## src/rtl/vm_pkg.sv

```systemverilog
// Shared vending-machine definitions: FSM states, coin values, credit width.
package vm_pkg;

  localparam int unsigned CREDIT_W = 4;

  localparam logic [CREDIT_W-1:0] SHILLING_VAL = CREDIT_W'(1);
  localparam logic [CREDIT_W-1:0] FLORIN_VAL   = CREDIT_W'(2);
  localparam logic [CREDIT_W-1:0] CROWN_VAL    = CREDIT_W'(5);

  typedef enum logic [1:0] {
    ST_IDLE     = 2'd0,
    ST_COLLECT  = 2'd1,
    ST_DISPENSE = 2'd2,
    ST_CHANGE   = 2'd3
  } vm_state_t;

endpackage

```

## src/rtl/change_selector.sv

```systemverilog
// Picks the coin to pay out this cycle from the remaining credit and returns
// the credit left afterwards. Define CROWN_CHANGE_EN to pay crowns first.
module change_selector
  import vm_pkg::*;
(
  input  logic [CREDIT_W-1:0] credit,
  output logic [CREDIT_W-1:0] credit_next,
  output logic                pay_crown,
  output logic                pay_florin,
  output logic                pay_shilling
);

`ifdef CROWN_CHANGE_EN
  localparam logic CROWN_EN = 1'b1;
`else
  localparam logic CROWN_EN = 1'b0;
`endif

  // Largest coin that still fits in the remaining credit; nothing when empty.
  always_comb begin
    credit_next  = credit;
    pay_crown    = 1'b0;
    pay_florin   = 1'b0;
    pay_shilling = 1'b0;
    if (CROWN_EN && (credit >= CROWN_VAL)) begin
      pay_crown   = 1'b1;
      credit_next = credit - CROWN_VAL;
    end else if (credit >= FLORIN_VAL) begin
      pay_florin  = 1'b1;
      credit_next = credit - FLORIN_VAL;
    end else if (credit == SHILLING_VAL) begin
      pay_shilling = 1'b1;
      credit_next  = credit - SHILLING_VAL;
    end
  end

endmodule

```

## src/rtl/coin_credit_fsm.sv

```systemverilog
// Vending-machine front end: accumulates coin credit, dispenses at PRICE and
// pays change / refunds one coin per cycle. All outputs are registered.
// Optional CROWN_CHANGE_EN (in change_selector) enables crown change.
module coin_credit_fsm
  import vm_pkg::*;
#(
  parameter int unsigned PRICE = 5
)
(
  input  logic       clk,
  input  logic       rst_n,
  input  logic       coin_shilling,
  input  logic       coin_florin,
  input  logic       coin_crown,
  input  logic       cancel,
  output logic [3:0] cState,
  output logic       dispense,
  output logic       florin,
  output logic       florin_c,
  output logic       shilling,
  output logic       coin_reject,
  output logic       busy
);

  localparam logic [CREDIT_W-1:0] PRICE_C = CREDIT_W'(PRICE);

  vm_state_t             state_q, state_d;
  logic [CREDIT_W-1:0]   credit_d, sel_next, coin_val;
  logic [1:0]            coin_cnt;
  logic                  any_coin;
  logic                  sel_crown, sel_florin, sel_shilling;
  logic                  dispense_d, florin_d, florin_c_d, shilling_d, reject_d;

  change_selector u_change (
    .credit       (cState),
    .credit_next  (sel_next),
    .pay_crown    (sel_crown),
    .pay_florin   (sel_florin),
    .pay_shilling (sel_shilling)
  );

  // Coin pulse count and the value of a lone coin.
  always_comb begin
    coin_cnt = {1'b0, coin_shilling} + {1'b0, coin_florin} + {1'b0, coin_crown};
    any_coin = (coin_cnt != 2'd0);
    coin_val = '0;
    if (coin_shilling) coin_val = SHILLING_VAL;
    if (coin_florin)   coin_val = FLORIN_VAL;
    if (coin_crown)    coin_val = CROWN_VAL;
  end

  // Next state, next credit and next output pulses. Pulses are computed for
  // the cycle being entered so each output comes straight from a flop; this
  // is why the first payout is taken on the edge that enters CHANGE.
  always_comb begin
    state_d    = state_q;
    credit_d   = cState;
    dispense_d = 1'b0;
    florin_d   = 1'b0;
    florin_c_d = 1'b0;
    shilling_d = 1'b0;
    reject_d   = 1'b0;
    unique case (state_q)
      ST_IDLE, ST_COLLECT: begin
        if ((state_q == ST_COLLECT) && (cState >= PRICE_C)) begin
          state_d    = ST_DISPENSE;
          credit_d   = cState - PRICE_C;
          dispense_d = 1'b1;
          reject_d   = any_coin;
        end else if ((state_q == ST_COLLECT) && cancel) begin
          state_d    = ST_CHANGE;
          credit_d   = sel_next;
          florin_d   = sel_florin;
          florin_c_d = sel_crown;
          shilling_d = sel_shilling;
          reject_d   = any_coin;
        end else if (coin_cnt == 2'd1) begin
          state_d  = ST_COLLECT;
          credit_d = cState + coin_val;
        end else begin
          reject_d = any_coin;
        end
      end
      ST_DISPENSE: begin
        state_d    = ST_CHANGE;
        credit_d   = sel_next;
        florin_d   = sel_florin;
        florin_c_d = sel_crown;
        shilling_d = sel_shilling;
        reject_d   = any_coin;
      end
      ST_CHANGE: begin
        reject_d = any_coin;
        if (cState == '0) begin
          state_d = ST_IDLE;
        end else begin
          credit_d   = sel_next;
          florin_d   = sel_florin;
          florin_c_d = sel_crown;
          shilling_d = sel_shilling;
        end
      end
      default: state_d = ST_IDLE;
    endcase
  end

  // State, credit and output registers.
  always_ff @(posedge clk or negedge rst_n) begin
    if (!rst_n) begin
      state_q     <= ST_IDLE;
      cState      <= '0;
      dispense    <= 1'b0;
      florin      <= 1'b0;
      florin_c    <= 1'b0;
      shilling    <= 1'b0;
      coin_reject <= 1'b0;
      busy        <= 1'b0;
    end else begin
      state_q     <= state_d;
      cState      <= credit_d;
      dispense    <= dispense_d;
      florin      <= florin_d;
      florin_c    <= florin_c_d;
      shilling    <= shilling_d;
      coin_reject <= reject_d;
      busy        <= (state_d == ST_DISPENSE) || (state_d == ST_CHANGE);
    end
  end

endmodule

```

## config.mk

```make
export PLATFORM = sky130hd
export DESIGN_NAME = coin_credit_fsm
export DESIGN_NICKNAME = d
export VERILOG_FILES = /design/src/rtl/vm_pkg.sv /design/src/rtl/change_selector.sv /design/src/rtl/coin_credit_fsm.sv
export SDC_FILE = /design/constraint.sdc
export NUM_CORES = 1
export LEC_CHECK = 0
export CAP_MARGIN = 30
export CORE_AREA = 2 2 48 50
export CTS_CLUSTER_DIAMETER = 40
export DETAILED_ROUTE_END_ITERATION = 8
export DIE_AREA = 0 0 50 52
export HOLD_SLACK_MARGIN = 0.05
export PLACE_DENSITY_LB_ADDON = 0.1
export SYNTH_ARGS = -nofsm -noshare
export SYNTH_HDL_FRONTEND = slang
export SYNTH_HIERARCHICAL = 1
export SYNTH_SLANG_ARGS = --single-unit
```

## constraint.sdc

```tcl
create_clock -name clk -period 2.8 [get_ports clk]
set_clock_uncertainty 0.05 [all_clocks]
set_input_delay 0.42 -clock clk [delete_from_list [all_inputs] [get_ports clk]]
set_output_delay 0.42 -clock clk [all_outputs]
set_load 0.01 [all_outputs]
```

* Word-level counts from Yosys, hierarchy flattened
Cells that the tools add are included.
Cells by class: add/sub/neg operators 6, magnitude comparators 2, eq/ne operators 9, muxes and demuxes 33, reduce and logical (&&, ||, !) cells 10
Operator list (count):
- $mux 4 | 7
- $mux 1 | 16
- $pmux 4 s3 | 1
- $mux 2 | 5
- $eq 2x2->1 const B | 4
- $pmux 1 s3 | 2
- $pmux 2 s3 | 1
- $add 4x4->4 | 1
- $eq 2x1->1 const B | 2
- $eq 4x1->1 const B | 1
- $ge 4x2->1 const B | 1
- $ge 4x3->1 const B | 1
- $logic_not 4->1 | 1
- $ne 4x4->1 const B | 1
- $reduce_or 2->1 | 2
- $reduce_or 4->1 | 1
- $sub 4x1->4 const B | 1
- $sub 4x2->4 const B | 1
- $sub 4x3->4 const B | 1
- $add 1x1->2 | 1
- $add 2x1->2 | 1
- $logic_and 1x1->1 | 2
- $logic_not 2->1 | 1
- $ne 2x2->1 const B | 1
- 4 further kinds | 4
Word-level totals: register bits 12, word-level logic and storage cells 68

* Logic depth before layout (Yosys ltp)
word-level depth 9, mapped depth 10, depth with buffers taken out 10

* By module
Netlist, hierarchy kept.
By module, submodules not included:
- coin_credit_fsm | instances 1, cells each 93, area an instance 884.6 um^2, seq. area each 275.3 um^2
- change_selector | instances 1, cells each 24, area an instance 185.2 um^2, seq. area each 0.0 um^2

* Worst setup path before layout
Ideal clock, no wire load.
path type reg2reg, start register cState[0], end register cState[0], library setup time 126 ps, arrival time 2105 ps, required time 2624 ps, path slack 519 ps, stages on the path, launching flop included 9, cells stage by stage dfrtp_1 inv_1 ha_1 nor4_4 nand2_2 xnor2_2 o21bai_1 nor3b_2 o32a_1
On the way: word-level cells in the longest chain between the ends 6
RTL lines:
- from (decl) | line coin_credit_fsm.sv:16 | output logic [3:0] cState,
- from (signal assigned) | line coin_credit_fsm.sv:120 | cState <= credit_d;
- $sub 4x1->4 or $eq 4x1->1 (tied branches) | line change_selector.sv:33, change_selector.sv:31
- $mux 4 | line change_selector.sv:31 | end else if (credit == SHILLING_VAL) begin
- $mux 4 * | line change_selector.sv:28 | end else if (credit >= FLORIN_VAL) begin
- net sel_next[0] | line coin_credit_fsm.sv:28 | logic [CREDIT_W-1:0] credit_d, sel_next, coin_val;
- $mux 4 | line coin_credit_fsm.sv:70 | end else if ((state_q == ST_COLLECT) && cancel) begin
- $mux 4 | line coin_credit_fsm.sv:65 | if ((state_q == ST_COLLECT) && (cState >= PRICE_C)) begin
- $pmux 4 s3 * | line coin_credit_fsm.sv:63 | unique case (state_q)
Mark *: on every way through the listed nets, which the timed path passes. The rest lies on a longest branch. The select of a mux whose other input is x is not followed. A chain may end at the register's enable or synchronous reset.

* Worst setup path after layout
start register cState[1], end register cState[0]
On the way: word-level cells in the longest chain between the ends 6
RTL lines:
- branches (longest 6 deep; another with $ge 4x2->1)
Several ways; the timed one is not identified. The select of a mux whose other input is x is not followed.

==> results.yml <==
finish:
  num-fill-cells: 203
  antennaDiodeCount: 0
  nets: 152
  syn_to_final_growth_pct: 17.5
  drive_gt1_frac: 0.128
timing:
  whs_ps: 430
  drv_slew: 0
  final_hold_viol_count: 0
  grt_setup_unrepaired: "false"
  worstMarginPinSlew_ps: 520
  tns_ps: 0
  finalCriticalPeriod_ps: 2320
  setup_viol: 0
  finalCritPeriodShare: 0.828
  fmax_mhz: 432
  relSlewSlack: 0.654
yosys:
  syn_area_sq_mm: 0.00107
  avgSynthCellArea_sq_um: 9.14
  synth-edff-count: 0
  yosysSeqAreaShare: 0.257
  synth_most_common_cell: "inv_1"
  ys_top_cells_by_area: "dfrtp_1, ha_1, inv_1, nand2_1, fa_1"
  synth_warnings: 6
  synth_top_area_frac: 0.257
  synth.distinct_cells: 41
  async_reset_ff_frac: 1.00
  syn-num-nets: 135
  synth_seq_cells: 11
  yosysTopAreaCell: "dfrtp_1"
  netlist_instances: 117
  ys.flop_type: "dfrtp_1"
  synth_common_cells: "inv_1, dfrtp_1, nand2_1, ha_1, nor2_1"
drt:
  wl_mm: 2.12
  drc: 0
  avgViaCountPerCell: 5.34
  ant_nets: 0
  vias: 859
  drt_iter0_drc: 24
  dr.pass1.iters: 5
  routedWlPerCell_microns: 13.2
floorplan:
  io_pins: 16
  start_util: 0.508
  die_w_microns: 50
  die-area_sq_mm: 0.00260
  fp-row-count: 17
  die_h_microns: 52
  core_sq_mm: 0.00211
cts:
  numCtsBuffers: 3
  clkTransAtPathRegs_ps: 80
  cts.sinks: 11
  postCtsSetupBuffers: 0
  clock_latency_ps: 270
  cts_resized: 0
  cts_tree: "built"
  cts_buffer_depth: 2
  htree_levels: 1
  ctsHoldBuffers: 0
  cts-root-buf: "clkbuf_4"
worst_setup_path:
  path_class: "flop to flop"
  cpPeakStageDelay_ps: 570
  start_kind: "flop"
  crit_arrival_ps: 2420
  worst_path_max_delay_cell: "dfrtp_1"
  cp_num_buf_inv: 1
  worstPathRequired_ps: 2910
  crit_chain: "inv_1, ha_1, nand2b_1, a211oi_1, o21bai_1, nor3b_2, o32a_1"
  endpoint_kind: "flop"
  cp_max_fo: 9
  critical-path-top-delay-family: "compound AO/OA/AOI/OAI gates"
pwr:
  cellPowerDensity_mw_per_mm2: 1140
  finalPower_uw: 1440
  p_leak_uw: 0.000545
  ir_worst_vdd_uv: 578
status:
  status: "complete, no violations"
grt:
  use_met1: 0.241
  overflow: 0
  grtUsageTotal: 0.189
  grt_max_degree: 15
  met2_usage: 0.305
  antenna_found_initial: 0
  groute.layer.met3.usage: 0.0316
  grt_pass1_vias: 818
  grt_busiest_layer: "met2"
  grt_pass1_wl_mm: 3.66
flow_run:
  drv_cap: 0
place:
  port-buffer-count: 15
  routabilityCongestion: 0.832
  place_hpwl_mm: 1.64
hold_path:
  hold_path.class: "primary input to async pin"
power by group:
| group | switching [uW] | leakage (uW) | total, uW | internal, uW |
|---|---|---|---|---|
| Clock | 57.4 | 0.0000150 | 113 | 55.2 |
| Sequential | 120 | 0.000126 | 347 | 226 |
| Combinational | 488 | 0.000404 | 976 | 488 |
| Total | 666 | 0.000545 | 1440 | 769 |
per-layer routing:
layer  share of wire  wire length, microns  vias up
li1                -                     -      427
met1            0.49                  1040      402
met2            0.45                   956       23
met3           0.030                    64        7
met4           0.029                    61        0
met5               0                     0        -
cells in the final DEF (no fill, tap or decap), types with 2 or more instances in the layout:
master           Yosys  routed
clkdlybuf4s50_1      0      15
nand2_1             11      11
nor2_1               8       8
dfrtp_1             11      11
xnor2_1              3       3
nor3_1               3       3
fa_1                 2       2
nand3_1              3       3
a211oi_1             3       3
nand2b_1             4       4
clkbuf_4             0       3
a21o_1               2       2
ha_1                10      10
o22ai_1              3       3
a21oi_1              4       4
inv_1               13      13
buf_4                3       2
o21ai_0              6       6
nor2b_1              4       4
path summary, 6_finish.rpt:
kind	from	to	slack, ps	cells after the start
max reg2reg	cState[1]	cState[0]	480	7
min in group clk	cState[3]	florin	650	4
max in group asynchronous	rst_n	cState[1]	1930	1
min reg2reg	cState[3]	florin	650	4
min	rst_n	cState[2]	430	1
max	cState[1]	cState[0]	480	7
worst reg2reg max path, delay by kind of cell, from the launching register on:
family / cells / cell delay (ps)
compound gates: 3 / 790
buf+inv: 1 / 180
flops: 1 / 570
fa+ha+maj: 1 / 270
simple gates: 2 / 350
area by class of cell:
cell class | count | area (sq um) | area share
multi-input cells | 88 | 707 | 0.562
flip-flops and latches | 11 | 275 | 0.219
repair buffers | 17 | 165 | 0.131
inverters | 13 | 48.8 | 0.0388
well taps | 28 | 35.0 | 0.0279
clock buffers | 4 | 26.3 | 0.0209
cell families (layout without fill, tap and decap cells):
group           count (synthesis)  after routing  share of synthesized area
xor+xnor                        5              5                     0.0480
fa+ha+maj                      12             12                      0.154
other cells                     1              1                    0.00351
compound gates                 26             26                      0.193
flops                          11             11                      0.257
buf+inv                        18             34                     0.0819
simple gates                   43             43                      0.253
mux                             1              1                    0.00936
flip-flops by register name, indices dropped and copies added, names as in the netlist:
| name | count |
|---|---|
| florin_c | 1 |
| cState | 4 |
| florin | 1 |
| coin_reject | 1 |
| dispense | 1 |
| state_q | 1 |
| shilling | 1 |
| busy | 1 |
metrics by stage:
stage / cells / area [sq um] / setup WS (ps) / util
5_1_grt: 161 / 1260 / 306 / 0.597
6_report: 161 / 1260 / 483 / 0.597
2_1_floorplan: 117 / 1070 / 519 / -
4_1_cts: 161 / 1260 / 472 / 0.597
3_3_place_gp: 157 / 1230 / 476 / 0.585
3_5_place_dp: 157 / 1230 / 412 / 0.585
No activity file was read; power rests on OpenSTA's default activity.
